### config.mk
export PLATFORM = sky130hd
export DESIGN_NAME = lane_scroller
export DESIGN_NICKNAME = d
export VERILOG_FILES = /design/src/rtl/lane_pkg.sv /design/src/rtl/lane_lfsr.sv /design/src/rtl/lane_scroller.sv
export SDC_FILE = /design/constraint.sdc
export NUM_CORES = 1
export LEC_CHECK = 0
export CORE_UTILIZATION = 39
export DETAILED_ROUTE_END_ITERATION = 10
export GPL_ROUTABILITY_DRIVEN = 0
export PLACE_DENSITY = 0.78
export SLEW_MARGIN = 25
export SYNTH_ARGS = -nofsm -noshare
export SYNTH_HDL_FRONTEND = slang
export SYNTH_SLANG_ARGS = --single-unit
### constraint.sdc
create_clock -name clock -period 2.2 [get_ports clock]
set_input_delay 0.44 -clock clock [delete_from_list [all_inputs] [get_ports clock]]
set_output_delay 0.44 -clock clock [all_outputs]
set_load 0.005 [all_outputs]
### src/rtl/lane_pkg.sv
// Shared types and constants for the lane scroller slice.
package lane_pkg;

  typedef enum logic [1:0] {
    IDLE,
    RUN,
    HIT
  } lane_state_t;

  localparam logic [7:0]  LFSR_SEED    = 8'hA5;
  // Feedback taps for x^8+x^6+x^5+x^4+1 in shift-left Fibonacci form.
  localparam logic [7:0]  LFSR_TAPS    = 8'hB8;
  localparam int unsigned DEFAULT_COLS = 16;

endpackage

### src/rtl/lane_lfsr.sv
// Spawn-bit generator for lane_scroller; only exists when LANE_SPAWN_LFSR_EN is defined.
`ifdef LANE_SPAWN_LFSR_EN
module lane_lfsr
  import lane_pkg::*;
(
  input  logic       clock,
  input  logic       reset,
  input  logic       load,
  input  logic       advance,
  output logic [7:0] q
);

  logic [7:0] q_q;
  logic [7:0] q_d;

  always_comb begin
    q_d = q_q;
    if (load) begin
      q_d = LFSR_SEED;
    end else if (advance) begin
      q_d = {q_q[6:0], ^(q_q & LFSR_TAPS)};
    end
  end

  always_ff @(posedge clock or posedge reset) begin
    if (reset) begin
      q_q <= LFSR_SEED;
    end else begin
      q_q <= q_d;
    end
  end

  assign q = q_q;

endmodule
`endif

### src/rtl/lane_scroller.sv
// One scrolling obstacle lane with frog collision detection.
// Define LANE_SPAWN_LFSR_EN to feed new cells from an LFSR instead of rotating.
module lane_scroller
  import lane_pkg::*;
#(
  parameter int unsigned          COLS           = DEFAULT_COLS,
  parameter int unsigned          TICKS_PER_STEP = 4,
  parameter logic [COLS-1:0]      INIT_PATTERN   = COLS'(16'h0003)
) (
  input  logic                    clock,
  input  logic                    reset,
  input  logic                    tick,
  input  logic                    start,
  input  logic                    pause,
  input  logic                    load,
  input  logic [COLS-1:0]         load_pattern,
  input  logic                    dir,
  input  logic [$clog2(COLS)-1:0] frog_col,
  input  logic                    frog_in_lane,
  output logic [COLS-1:0]         row_out,
  output logic                    step,
  output logic                    collision,
  output logic                    running
);

  localparam logic [7:0] TERM_CNT = 8'(TICKS_PER_STEP - 1);

  lane_state_t     state_q, state_d;
  logic [COLS-1:0] row_q, row_d;
  logic [7:0]      cnt_q, cnt_d;
  logic            step_q, step_d;
  logic            coll_q, coll_d;
  logic            shift_en;
  logic            in_bit;
  logic            hit;

`ifdef LANE_SPAWN_LFSR_EN
  logic [7:0] lfsr_q;

  lane_lfsr u_lfsr (
    .clock   (clock),
    .reset   (reset),
    .load    (load),
    .advance (shift_en),
    .q       (lfsr_q)
  );

  assign in_bit = lfsr_q[0];
`else
  assign in_bit = dir ? row_q[0] : row_q[COLS-1];
`endif

  // Out-of-range columns are masked before the row is indexed.
  assign hit = frog_in_lane && (32'(frog_col) < COLS) && row_q[frog_col];

  always_comb begin
    state_d  = state_q;
    row_d    = row_q;
    cnt_d    = cnt_q;
    step_d   = 1'b0;
    coll_d   = coll_q;
    shift_en = 1'b0;
    if (load) begin
      row_d   = load_pattern;
      cnt_d   = '0;
      coll_d  = 1'b0;
      state_d = IDLE;
    end else begin
      case (state_q)
        IDLE: if (start) state_d = RUN;
        RUN: begin
          if (hit) begin
            state_d = HIT;
            coll_d  = 1'b1;
          end else if (tick && !pause) begin
            if (cnt_q == TERM_CNT) begin
              shift_en = 1'b1;
              cnt_d    = '0;
              step_d   = 1'b1;
              row_d    = dir ? {in_bit, row_q[COLS-1:1]} : {row_q[COLS-2:0], in_bit};
            end else begin
              cnt_d = cnt_q + 8'd1;
            end
          end
        end
        HIT: ;
        default: state_d = IDLE;
      endcase
    end
  end

  always_ff @(posedge clock or posedge reset) begin
    if (reset) begin
      state_q <= IDLE;
      row_q   <= INIT_PATTERN;
      cnt_q   <= '0;
      step_q  <= 1'b0;
      coll_q  <= 1'b0;
    end else begin
      state_q <= state_d;
      row_q   <= row_d;
      cnt_q   <= cnt_d;
      step_q  <= step_d;
      coll_q  <= coll_d;
    end
  end

  assign row_out   = row_q;
  assign step      = step_q;
  assign collision = coll_q;
  assign running   = (state_q == RUN);

endmodule

Word level (Yosys, flattened, before mapping)
Index checks and enable logic that the tools add are counted.
Word-level totals
  memory bits (writable): 0
  bits in latches: 0
  output and inout bits: 19
  memory bits (read-only): 0
  input bits: 28
  logic and storage cells: 52
  register bits: 28
  memories: 0
Operators by class
  reductions and logical operators: 12
  shift operators: 0
  muxes and demuxes: 26
  multipliers: 0
  equality and inequality tests: 7
  $add $sub $neg: 1
  divide/modulo/power cells: 0
  bitwise operators: 0
  order comparisons: 1
Operator list (number)
  16-bit two-way mux: 6
  8-bit two-way mux: 5
  1-bit two-way mux: 10
  8-bit by 1-bit adder with 8-bit output, second input constant: 1
  8-bit by 2-bit equality test with 1-bit output, second input constant: 1
  2-bit nonzero test: 4
  2-bit two-way mux: 3
  2-bit case mux with 3 select lines: 1
  3-bit AND reduction: 2
  4-bit by 5-bit less-than comparator with 1-bit output, second input constant: 1
  1-bit binary-select mux with 4-bit select: 1
  2-bit != test, second input constant: 2
  4-bit AND reduction: 1
  3-bit by 2-bit != test with 1-bit output, second input constant: 1
  3-bit != test, second input constant: 1
  2-bit by 1-bit equality test with 1-bit output, second input constant: 1
  2-bit equality test, second input constant: 1
  1-bit logical AND: 2
  2-bit logical NOT: 1
  2-bit AND reduction: 1
  1-bit logical NOT: 1

Longest topological paths before layout
  depth after elaboration: 7
  depth in mapped cells: 9
  gate-level depth less buffers: 6

Worst setup path after synthesis
OpenSTA, ideal clock, no wires.
  path kind: input to register
  start point: input frog_col[0]
  end point: register row_q[10], in the netlist row_out[10]
  buffers on the path: 3
  path slack: -3 ps
  required time: 2074 ps
  stages: 9
  data arrival time: 2076 ps
  library setup time: 126 ps
  path through: buf_6 mux4_2 nand2b_4 nand4b_4 nand3b_4 or3_1 buf_6 buf_8 mux2i_1
On the way
  word-level cells in the longest chain between the ends: 5
RTL lines
  start: declaration: line lane_scroller.sv:18  | input logic [$clog2(COLS)-1:0] frog_col,
  1-bit binary-select mux with 4-bit select: line lane_scroller.sv:54  | assign hit = frog_in_lane && (32'(frog_col) < COLS) && row_q[frog_col];
  1-bit two-way mux (not written as such): line lane_scroller.sv:54
  1-bit logical AND: line lane_scroller.sv:54
  2-bit != test (no line)
  4-bit AND reduction (no line)
  end signal: assignment: line lane_scroller.sv:101  | row_q <= row_d;
  end: declaration: line lane_scroller.sv:29  | logic [COLS-1:0] row_q, row_d;
No other way between the ends. The select of a mux whose other input is x is not followed.
A chain may end at the register's enable or synchronous reset.

Worst setup path in the final report
  start point: input frog_col[2]
  end point: register row_q[7], in the netlist row_out[7]
Same word-level chain as after synthesis.

==> summary.md <==
| Metric | Value |
|---|---|
| Finish-stage setup viols | 0 |
| CTS tree | done |
| Most frequently used flop master after synthesis | dfrtp_1 |
| Actual slew at the worst max-slew pin | 0.358 ns |
| Drt wl/cell | 15.0 um |
| PwrDens | 493 mW/mm^2 |
| Area Growth Syn to Fin | 40.4% |
| Fillers | 402 |
| Clk_lat worst skew | 0.27 ns |
| FP Rows | 24 |
| Worst Skew | 0.00548 ns |
| Register bit total from synthesis | 28 |
| Post-synth EDFFs | 0 |
| Unique masters post-synth | 35 |
| Post-Synth XOR/XNOR Area | 0 |
| Final non-filler cell total | 271 |
| Critical Path RT | 2.39 ns |
| First-pass GRT wire length | 7060 um |
| Cts bufs inserted | 3 |
| Hold depth | 1 |
| Clock Tree Root | clkbuf_8 |
| Worst path slowest cell | clkdlybuf4s50_1 |
| Compound-cell area share of the yosys netlist | 0.0821 |
| DR iter-0 viols | 75 |
| Sequence of cells on the critical path | clkdlybuf4s50_1, mux4_2, nand2b_4, nand4b_4, nand3b_4, or3_1, buf_12, mux2i_1 |
| Clock transition at the registers of the reported paths | 0.10 ns |
| I/O pin cnt | 47 |
| Core area | 0.00432 mm^2 |
| Remaining Overflow, GRT | 0 |
| Post-layout util | 0.569 |
| Setup CP Type | input port to flop |
| Syn Std Cell Area | 0.00175 mm^2 |
| HP Class | flop to flop |
| CTS sink cnt | 28 |
| Pleak | 1.22 nW |
| Initial antenna violation count | 0 |
| Largest family of logic cells by synthesized area | multiplexers |
| R2R depth | 7 |
| Final Routed Wirelength | 4070 um |
| Final slew viol count | 0 |
| Post-synthesis async set-or-reset flop share | 1.00 |
| Syn. warnings | 0 |
| Residual DRC | 0 |
| Largest net degree at the start of global routing | 29 |
| Syn_nets | 182 |
| Port bufs | 46 |
| Mux cell area share after synthesis | 0.329 |
| Final Hold Fails | 0 |
| Outcome | finished clean |
| Die Ht | 69.0 um |
| H-tree depth | 1 |
| Vias in the first global route | 1507 |
| DP Cell Count | 267 |
| Max VDD drop | 0.259 mV |
| Max-cap viol count | 0 |
| Worst setup EP type | flop |
| Crit-path max cell delay | 0.50 ns |
| CP arrival | 2.30 ns |
| Hold-fix buffers, CTS | 0 |
| Delay-heaviest family, CP | simple AND/OR/NAND/NOR gates |
| Mapped Avg Cell Area | 11.4 um^2 |
| Drt via density | 5.25 |
| Overall Global Routing Usage | 0.182 |
| Unrepaired setup endpoints after global routing | no |
| Final #Nets | 249 |
| Post-synthesis simple-gate area fraction | 0.136 |
| Effective utilization at floorplan | 0.405 |
| Fmax | 474 MHz |
| Final HPWL DP | 3060 um |
| WHS | 0.453 ns |
| Critical Path Source Type | input port |
| Crit Path Max Fanout | 17 |
| Ant. Diodes | 0 |
| Max-slew headroom | 0.758 |
| DR pass1 iterations | 3 |
| TNS Setup | 0 ns |
| DRT antenna net count | 0 |
| Power consumption | 1.21 mW |
| CTS max path bufs | 2 |
| WP buf/inv | 2 |
| Post-synthesis sequential area ratio | 0.401 |
| Min Tclk post-route | 2.11 ns |
| Via count | 1423 |
| DIE AREA | 0.00476 mm^2 |
| Synth Area in Adders | 0.00714 |
| Cell count after synthesis | 153 |
| Period utilization | 0.959 |
| Share of layout cells above drive strength 1 | 0.196 |
| Die width | 69.0 um |
| Stages on worst setup path | 8 |
[placed cells by master, fill, tap and decap left out, types with 4 or more instances in the layout]
cell,instances
a21o_1,4
a21oi_1,5
buf_4,24
clkdlybuf4s50_1,44
dfrtp_1,26
mux2i_1,52
nand2_1,5
nand3_1,4
nor2_1,7
nor3_1,6
[state kept, by name (all words and copies together) (netlist names)]
signal,flops
row_out,16
cnt_q,8
state_q,2
collision,1
step,1
[where the power goes]
group / leakage, nW / switching (mW) / internal [mW]
logic: 0.851 / 0.127 / 0.207
clock network: 0.0228 / 0.162 / 0.130
registers: 0.351 / 0.0358 / 0.552
[metrics by stage]
stage               cell area, um^2  setup slack [ns]
CTS                            2460            0.0357
floorplan                      1760           0.00889
global placement               2420            -0.457
detailed placement             2420            -0.512
finish                         2460            0.0909
global route                   2460            0.0212
[cell usage after synthesis (2+ instances only)]
master	n	share of area
or3_1	2	0.0071
nor2b_1	3	0.011
a31o_2	2	0.010
nor4b_1	2	0.010
a32o_1	3	0.017
a21oi_1	5	0.014
or2_2	2	0.0071
inv_1	3	0.0064
clkbuf_1	5	0.011
nor2_1	7	0.015
buf_6	2	0.013
nor3_1	6	0.017
a21o_1	4	0.017
mux2i_1	52	0.30
nand3_1	4	0.011
dfrtp_1	26	0.37
nand2_1	5	0.011
dfstp_2	2	0.030
mux4_2	2	0.026
[per-layer routing]
layer | up-vias | part of all wire | GRT usage | routed length (um)
met5 | - | 0 | 0 | 0
met4 | 0 | 0.0089 | 0.0522 | 36
met3 | 4 | 0.030 | 0.0234 | 123
met2 | 33 | 0.48 | 0.305 | 1970
met1 | 689 | 0.48 | 0.246 | 1940
li1 | 697 | - | - | -
[final timing paths]
| check | start | to | slack [ns] |
|---|---|---|---|
| max | frog_col[2] | row_out[7] | 0.09 |
| min | state_q[1] | state_q[0] | 0.45 |
| max reg2reg | row_out[8] | row_out[7] | 0.18 |
| min reg2reg | state_q[1] | state_q[0] | 0.45 |
| max in group asynchronous | reset | row_out[1] | 1.36 |
| min in group asynchronous | reset | state_q[0] | 0.52 |
[cell families (layout without fill, tap and decap cells)]
logic type	after synthesis	count (layout)
compound gates	19	19
fa+ha+maj	1	1
buf+inv	13	79
flops	28	28
mux	55	55
simple gates	37	37
[worst reg2reg max path: cells and delay by family (launching register included)]
kind / cells / cell delay (ns)
AO/OA/AOI/OAI: 1 / 0.06
flip-flops: 1 / 0.41
AND/OR/NAND/NOR: 3 / 0.65
multiplexers: 2 / 0.63
buffers and inverters: 1 / 0.19
[final cells by class]
| type | count | area, um^2 | share of cell area |
|---|---|---|---|
| flip-flops and latches | 28 | 703 | 0.286 |
| repair buffers | 71 | 658 | 0.268 |
| clock buffers | 4 | 45.0 | 0.0183 |
| multi-input cells | 112 | 972 | 0.395 |
| well taps | 52 | 65.1 | 0.0265 |
| inverters | 4 | 15.0 | 0.00611 |
[timing repair]
item | 4_1_cts | 5_1_grt
cloned | 0 | 0
buffers inserted | 0 | 0
setup endpoints to repair | 24 | 17
gates resized for setup | 1 | 3
Note: power is estimated with default switching activity, not from simulation.
